===== config.mk =====
export PLATFORM = sky130hd
export DESIGN_NAME = vga_timing_gen
export DESIGN_NICKNAME = d
export VERILOG_FILES = /design/src/rtl/vga_timing_gen.sv
export SDC_FILE = /design/constraint.sdc
export NUM_CORES = 1
export LEC_CHECK = 0
export ABC_CLOCK_PERIOD_IN_PS = 2400
export CAP_MARGIN = 10
export CORE_ASPECT_RATIO = 0.9
export CORE_MARGIN = 5
export CORE_UTILIZATION = 53
export CTS_BUF_LIST = sky130_fd_sc_hd__clkbuf_2
export CTS_CLUSTER_DIAMETER = 50
export CTS_CLUSTER_SIZE = 28
export DETAILED_ROUTE_END_ITERATION = 12
export PLACE_DENSITY = 0.76
export SYNTH_ARGS = -nofsm -noshare
export SYNTH_HDL_FRONTEND = slang
export SYNTH_SLANG_ARGS = --single-unit

===== constraint.sdc =====
create_clock -name clk_50 -period 2.4 [get_ports clk_50]
set_input_delay 0.48 -clock clk_50 [delete_from_list [all_inputs] [get_ports clk_50]]
set_output_delay 0.48 -clock clk_50 [all_outputs]
set_load 0.01 [all_outputs]

===== src/rtl/vga_timing_gen.sv =====
// rtl/vga_timing_gen.sv - VGA raster timing generator with pixel clock-enable, syncs, DE and strobes
// Optional one-pixel lookahead outputs (fetch_*) are enabled by VGA_TIMING_PREFETCH_EN.
module vga_timing_gen #(
   parameter int   CNT_W    = 11,
   parameter int   CLK_DIV  = 2,
   parameter int   H_ACTIVE = 640,
   parameter int   H_FP     = 16,
   parameter int   H_SYNC   = 96,
   parameter int   H_BP     = 48,
   parameter int   V_ACTIVE = 480,
   parameter int   V_FP     = 10,
   parameter int   V_SYNC   = 2,
   parameter int   V_BP     = 33,
   parameter logic HS_POL   = 1'b0,
   parameter logic VS_POL   = 1'b0
) (
   input  logic             clk_50,
   input  logic             rst_n,
   input  logic             en,
   output logic             pix_ce,
   output logic             vga_hs,
   output logic             vga_vs,
   output logic             de,
   output logic [CNT_W-1:0] pixel_x,
   output logic [CNT_W-1:0] pixel_y,
   output logic             line_start,
   output logic             frame_start
`ifdef VGA_TIMING_PREFETCH_EN
   ,
   output logic             fetch_de,
   output logic [CNT_W-1:0] fetch_x,
   output logic [CNT_W-1:0] fetch_y
`endif
);

   localparam int DIV_W   = (CLK_DIV > 1) ? $clog2(CLK_DIV) : 1;
   localparam int H_TOTAL = H_ACTIVE + H_FP + H_SYNC + H_BP;
   localparam int V_TOTAL = V_ACTIVE + V_FP + V_SYNC + V_BP;

   localparam logic [DIV_W-1:0] DIV_LAST = DIV_W'(CLK_DIV - 1);
   localparam logic [CNT_W-1:0] H_LAST   = CNT_W'(H_TOTAL - 1);
   localparam logic [CNT_W-1:0] V_LAST   = CNT_W'(V_TOTAL - 1);
   localparam logic [CNT_W-1:0] H_ACT    = CNT_W'(H_ACTIVE);
   localparam logic [CNT_W-1:0] V_ACT    = CNT_W'(V_ACTIVE);
   localparam logic [CNT_W-1:0] HS_FIRST = CNT_W'(H_ACTIVE + H_FP);
   localparam logic [CNT_W-1:0] HS_LAST  = CNT_W'(H_ACTIVE + H_FP + H_SYNC - 1);
   localparam logic [CNT_W-1:0] VS_FIRST = CNT_W'(V_ACTIVE + V_FP);
   localparam logic [CNT_W-1:0] VS_LAST  = CNT_W'(V_ACTIVE + V_FP + V_SYNC - 1);

   logic [DIV_W-1:0] div_q, div_d;
   logic [CNT_W-1:0] h_q, h_d, v_q, v_d;
   logic             pix_ce_q, pix_ce_d, hs_q, hs_d, vs_q, vs_d, de_q, de_d;
   logic [CNT_W-1:0] px_q, px_d, py_q, py_d;
   logic             ls_q, ls_d, fs_q, fs_d;

   logic             tick, h_wrap, h_nxt_wrap;
   logic [CNT_W-1:0] h_nxt, v_nxt, h_nn, v_nn;
   logic             nxt_de;

`ifdef VGA_TIMING_PREFETCH_EN
   logic             fde_q, fde_d;
   logic [CNT_W-1:0] fx_q, fx_d, fy_q, fy_d;
   logic             nn_de;
`endif

   always_comb begin
      tick       = (div_q == DIV_LAST);
      h_wrap     = (h_q == H_LAST);
      h_nxt      = h_wrap ? '0 : h_q + 1'b1;
      v_nxt      = h_wrap ? ((v_q == V_LAST) ? '0 : v_q + 1'b1) : v_q;
      nxt_de     = (h_nxt < H_ACT) && (v_nxt < V_ACT);
      // Position after next, used only for the lookahead outputs.
      h_nxt_wrap = (h_nxt == H_LAST);
      h_nn       = h_nxt_wrap ? '0 : h_nxt + 1'b1;
      v_nn       = h_nxt_wrap ? ((v_nxt == V_LAST) ? '0 : v_nxt + 1'b1) : v_nxt;

      div_d    = div_q;
      h_d      = h_q;
      v_d      = v_q;
      pix_ce_d = 1'b0;
      hs_d     = hs_q;
      vs_d     = vs_q;
      de_d     = de_q;
      px_d     = px_q;
      py_d     = py_q;
      ls_d     = 1'b0;
      fs_d     = 1'b0;
`ifdef VGA_TIMING_PREFETCH_EN
      nn_de    = (h_nn < H_ACT) && (v_nn < V_ACT);
      fde_d    = fde_q;
      fx_d     = fx_q;
      fy_d     = fy_q;
`endif

      if (!en) begin
         div_d = '0;
         h_d   = H_LAST;
         v_d   = V_LAST;
         hs_d  = ~HS_POL;
         vs_d  = ~VS_POL;
         de_d  = 1'b0;
         px_d  = '0;
         py_d  = '0;
`ifdef VGA_TIMING_PREFETCH_EN
         fde_d = 1'b1;
         fx_d  = '0;
         fy_d  = '0;
`endif
      end else begin
         div_d = tick ? '0 : div_q + 1'b1;
         if (tick) begin
            h_d      = h_nxt;
            v_d      = v_nxt;
            pix_ce_d = 1'b1;
            hs_d     = ((h_nxt >= HS_FIRST) && (h_nxt <= HS_LAST)) ? HS_POL : ~HS_POL;
            vs_d     = ((v_nxt >= VS_FIRST) && (v_nxt <= VS_LAST)) ? VS_POL : ~VS_POL;
            de_d     = nxt_de;
            px_d     = nxt_de ? h_nxt : '0;
            py_d     = nxt_de ? v_nxt : '0;
            ls_d     = (h_nxt == '0);
            fs_d     = (h_nxt == '0) && (v_nxt == '0);
`ifdef VGA_TIMING_PREFETCH_EN
            fde_d    = nn_de;
            fx_d     = nn_de ? h_nn : '0;
            fy_d     = nn_de ? v_nn : '0;
`endif
         end
      end
   end

   always_ff @(posedge clk_50 or negedge rst_n) begin
      if (!rst_n) begin
         div_q    <= '0;
         h_q      <= H_LAST;
         v_q      <= V_LAST;
         pix_ce_q <= 1'b0;
         hs_q     <= ~HS_POL;
         vs_q     <= ~VS_POL;
         de_q     <= 1'b0;
         px_q     <= '0;
         py_q     <= '0;
         ls_q     <= 1'b0;
         fs_q     <= 1'b0;
      end else begin
         div_q    <= div_d;
         h_q      <= h_d;
         v_q      <= v_d;
         pix_ce_q <= pix_ce_d;
         hs_q     <= hs_d;
         vs_q     <= vs_d;
         de_q     <= de_d;
         px_q     <= px_d;
         py_q     <= py_d;
         ls_q     <= ls_d;
         fs_q     <= fs_d;
      end
   end

`ifdef VGA_TIMING_PREFETCH_EN
   always_ff @(posedge clk_50 or negedge rst_n) begin
      if (!rst_n) begin
         fde_q <= 1'b1;
         fx_q  <= '0;
         fy_q  <= '0;
      end else begin
         fde_q <= fde_d;
         fx_q  <= fx_d;
         fy_q  <= fy_d;
      end
   end

   assign fetch_de = fde_q;
   assign fetch_x  = fx_q;
   assign fetch_y  = fy_q;
`endif

   assign pix_ce      = pix_ce_q;
   assign vga_hs      = hs_q;
   assign vga_vs      = vs_q;
   assign de          = de_q;
   assign pixel_x     = px_q;
   assign pixel_y     = py_q;
   assign line_start  = ls_q;
   assign frame_start = fs_q;

endmodule


==> impl_metrics.csv <==
group,metric,value,unit
outcome,status,"finished, violations left",
outcome,violations,"setup timing",
worst_setup_path,critPathCaptureType,"flip-flop",
sta,timing.fmax,0.403,GHz
detailed_routing,route.detailed.drc,0,
worst_setup_path,cp.arrival,2.85,ns
synthesis,ys.flop_type,"dfrtp_1",
global_route,grt_pass1_vias,2648,
final_layout,layout_commonest_cell,"buf_4",
die,fp.dieH,80.5,um
pwr,leakagePower,0.00168,uW
synthesis,synth-xor-area-share,0.0509,
synthesis,yosys_register_bits,51,
detailed_routing,wirelength,8.07,mm
global_route,grt_usage,0.239,
global_route,antenna_found_initial,0,
final_layout,instances_no_fill,452,
sta,drv_slew,0,
synthesis,synth_compound_area_frac,0.208,
die,rows,25,
pwr,intPower,1330,uW
synthesis,seq_area_frac_synth,0.441,
synthesis,synth_cell_types,53,
clocking,clkTransAtPathRegs,0.30,ns
global_route,grt_pass1_wl,13.1,mm
sta,worst_hold_slack,0.498,ns
synthesis,synth_fa_ha_area_frac,0.0214,
synthesis,avgSynthCellArea,9.12,um^2
sta,fin_crit,2.48,ns
worst_setup_path,critical_path_class,"reg2reg",
global_route,grt-ovfl-total,0,
sta,grt_setup_unrepaired,"true",
flow_run,cap_violations,0,
pwr,sequentialPowerShare,0.439,
clocking,root_buffer,"clkbuf_2",
pwr,p_clk_frac,0.184,
sta,worst_pin_slew,0.580,ns
final_layout,postLayoutCoreUtil,0.717,
place,io_buffers,30,
synthesis,synth_edf_count,0,
clocking,htreeDepth,2,
detailed_routing,vias_per_cell,6.12,
worst_setup_path,reg2reg_from,"h_q[10]",
clocking,clockBufferDepth,2,
sta,tns,-0.824,ns
place,hpwl,5.86,mm
sta,relSlewSlack,0.614,
pwr,power_frac_comb,0.377,
worst_setup_path,crit_fanout,20,
detailed_routing,routed-via-count,2767,
sta,fin_crit_sh,1.03,
worst_setup_path,r2r.worst_path.cells,7,
pwr,power_density,557,mW/mm^2
hold_path,hp-class,"in2async",
die,dieArea,0.00711,mm^2
die,core_area,0.00532,mm^2
final_layout,design_area,0.00381,mm^2
detailed_routing,drt-initial-drc-count,221,
place,place_area,0.00359,mm^2
die,io-pin-count,31,
die,initial_utilization,0.550,
synthesis,synth_top_family_by_area,"compound AO/OA/AOI/OAI gates",
final_layout,syn_to_final_growth,30.2,%
final_layout,drive_gt1_frac,0.265,
sta,hold_viol_final,0,
synthesis,synth_cells,321,
synthesis,syn_nets,329,
place,placedCellCount,439,
detailed_routing,postRouteAntennaNets,0,
clocking,cts_tree,"built",
synthesis,synthMuxAreaShare,0.0141,
synthesis,async_flop_share,1.00,
global_route,grt_max_degree,28,
detailed_routing,wl_per_cell,17.9,um
sta,setup_viol,20,
synthesis,yosys.area_share.simple,0.206,
final_layout,n_antenna_cell,0,
pwr,p_sw,793,uW
final_layout,nNetsFinal,392,
worst_setup_path,rrSetupSlack,-0.08,ns
synthesis,netlist_area,0.00293,mm^2
clocking,cts_buffers,5,
sta,finalClockSkew,0.0371,ns
place,gp_congestion,0.937,
synthesis,yosysWarnings,0,
worst_setup_path,worstPathRequired,2.77,ns
clocking,cts_sinks,51,
detailed_routing,first_pass_iters,4,
pwr,peakVddDrop,458,uV
pwr,p_sw_frac,0.374,
final_layout,mostFrequentLayoutCells,"buf_4 (48), dfrtp_1 (39), nand2_1 (37)",
worst_setup_path,timing.rr.end,"pixel_x[5]",
die,fp.dieW,88.3,um
worst_setup_path,worst_setup_path_start_kind,"flip-flop",
sta,postLayoutSetupSlackWorst,-0.0795,ns
clocking,clkLatencyLatePin,0.46,ns
==> cells by family after synthesis <==
| family | Yosys count |
|---|---|
| multiplexers | 4 |
| AND/OR/NAND/NOR | 120 |
| buffers and inverters | 39 |
| flip-flops | 51 |
| AO/OA/AOI/OAI | 85 |
| adder cells (fa/ha/maj) | 5 |
| XOR/XNOR | 17 |
==> metrics by stage <==
step / setup slack, ns / power [uW]
after CTS: -0.0668 / 2070
after global routing: -0.153 / 2240
final: -0.0795 / 2120
after global placement: -0.0614 / 1640
after floorplan: -0.0907 / 1390
after detailed placement: -0.152 / 1650
==> cells in the mapped netlist, types with 2 or more instances <==
| cell type | number | share of area |
|---|---|---|
| nor2_1 | 22 | 0.028 |
| xnor2_1 | 12 | 0.036 |
| a21oi_1 | 17 | 0.029 |
| ha_1 | 5 | 0.021 |
| nor2b_1 | 2 | 0.0043 |
| o31a_1 | 2 | 0.0060 |
| o21ai_0 | 18 | 0.031 |
| o41ai_1 | 2 | 0.0060 |
| clkbuf_1 | 20 | 0.026 |
| nand4b_1 | 2 | 0.0060 |
| nand3_1 | 12 | 0.021 |
| a22oi_1 | 2 | 0.0051 |
| a32oi_1 | 2 | 0.0060 |
| a211oi_1 | 4 | 0.010 |
| o21a_1 | 2 | 0.0051 |
| nor4_1 | 3 | 0.0064 |
| and2_1 | 4 | 0.0085 |
| dfrtp_1 | 39 | 0.33 |
| nand2_1 | 38 | 0.049 |
| nand4_1 | 2 | 0.0043 |
| o211ai_1 | 4 | 0.010 |
| or4_1 | 3 | 0.0077 |
| a31oi_1 | 2 | 0.0043 |
| and4_1 | 4 | 0.012 |
| mux2i_1 | 3 | 0.010 |
| xor2_1 | 5 | 0.015 |
| buf_2 | 2 | 0.0034 |
| inv_1 | 13 | 0.017 |
| o31ai_1 | 18 | 0.046 |
| and3_1 | 11 | 0.024 |
| dfstp_2 | 12 | 0.11 |
| or3_1 | 6 | 0.013 |
| buf_6 | 2 | 0.0077 |
| nor3_1 | 7 | 0.012 |
==> layer usage <==
layer  GRT usage  up-vias  part of all wire
met5           0        -                 0
met2       0.383      104              0.47
met4      0.0846        0             0.022
met1       0.320     1364              0.44
li1            -     1283                 -
met3      0.0492       16             0.065
==> worst max-delay path: stages (launching register included) <==
cell	delay [ns]
dfrtp_1	0.44
or4_4	0.54
or3_4	0.41
o31a_1	0.32
o22ai_2	0.14
o2111ai_2	0.15
buf_12	0.20
o31ai_1	0.21
==> flip-flops by register name, summed over array words and instances (netlist names) <==
name,count
de,1
div_q,1
frame_start,1
h_q,11
line_start,1
pix_ce,1
pixel_x,11
pixel_y,11
v_q,11
vga_hs,1
vga_vs,1
==> repair_timing <==
action,in CTS,in global routing
buffers inserted,1,3
hold buffers,1,0
resized for setup,5,20
setup endpoints to repair,26,29
pin swaps,0,2
hold endpoints to repair,16,0
==> power groups by stage <==
| stage | combinational (uW) | sequential, uW | clock, uW |
|---|---|---|---|
| floorplan | 438 | 950 | 0 |
| global placement | 696 | 941 | 0 |
| detailed placement | 708 | 943 | 0 |
| CTS | 740 | 930 | 396 |
| global route | 872 | 936 | 433 |
| finish | 800 | 931 | 391 |
==> worst max-delay path by stage <==
stage	end	cells after the start	slack, ns	from
global placement	pixel_x[3]	7	-0.06	h_q[10]
floorplan	pixel_x[3]	9	-0.09	h_q[6]
finish	pixel_x[5]	7	-0.08	h_q[10]
CTS	pixel_x[2]	7	-0.07	h_q[10]
global route	pixel_x[0]	7	-0.15	h_q[10]
detailed placement	pixel_y[4]	7	-0.15	h_q[10]
==> cell type report <==
cell class                 instances  area, um^2
fill                             400        1510
clock buffer                       5        25.0
multi-input combinational        231        1620
clock inverter                     3        28.8
sequential                        51        1290
tap                               67        83.8
timing repair buffer              82         717
inverter                          13        48.8
Power figures use the tool's default switching activity.
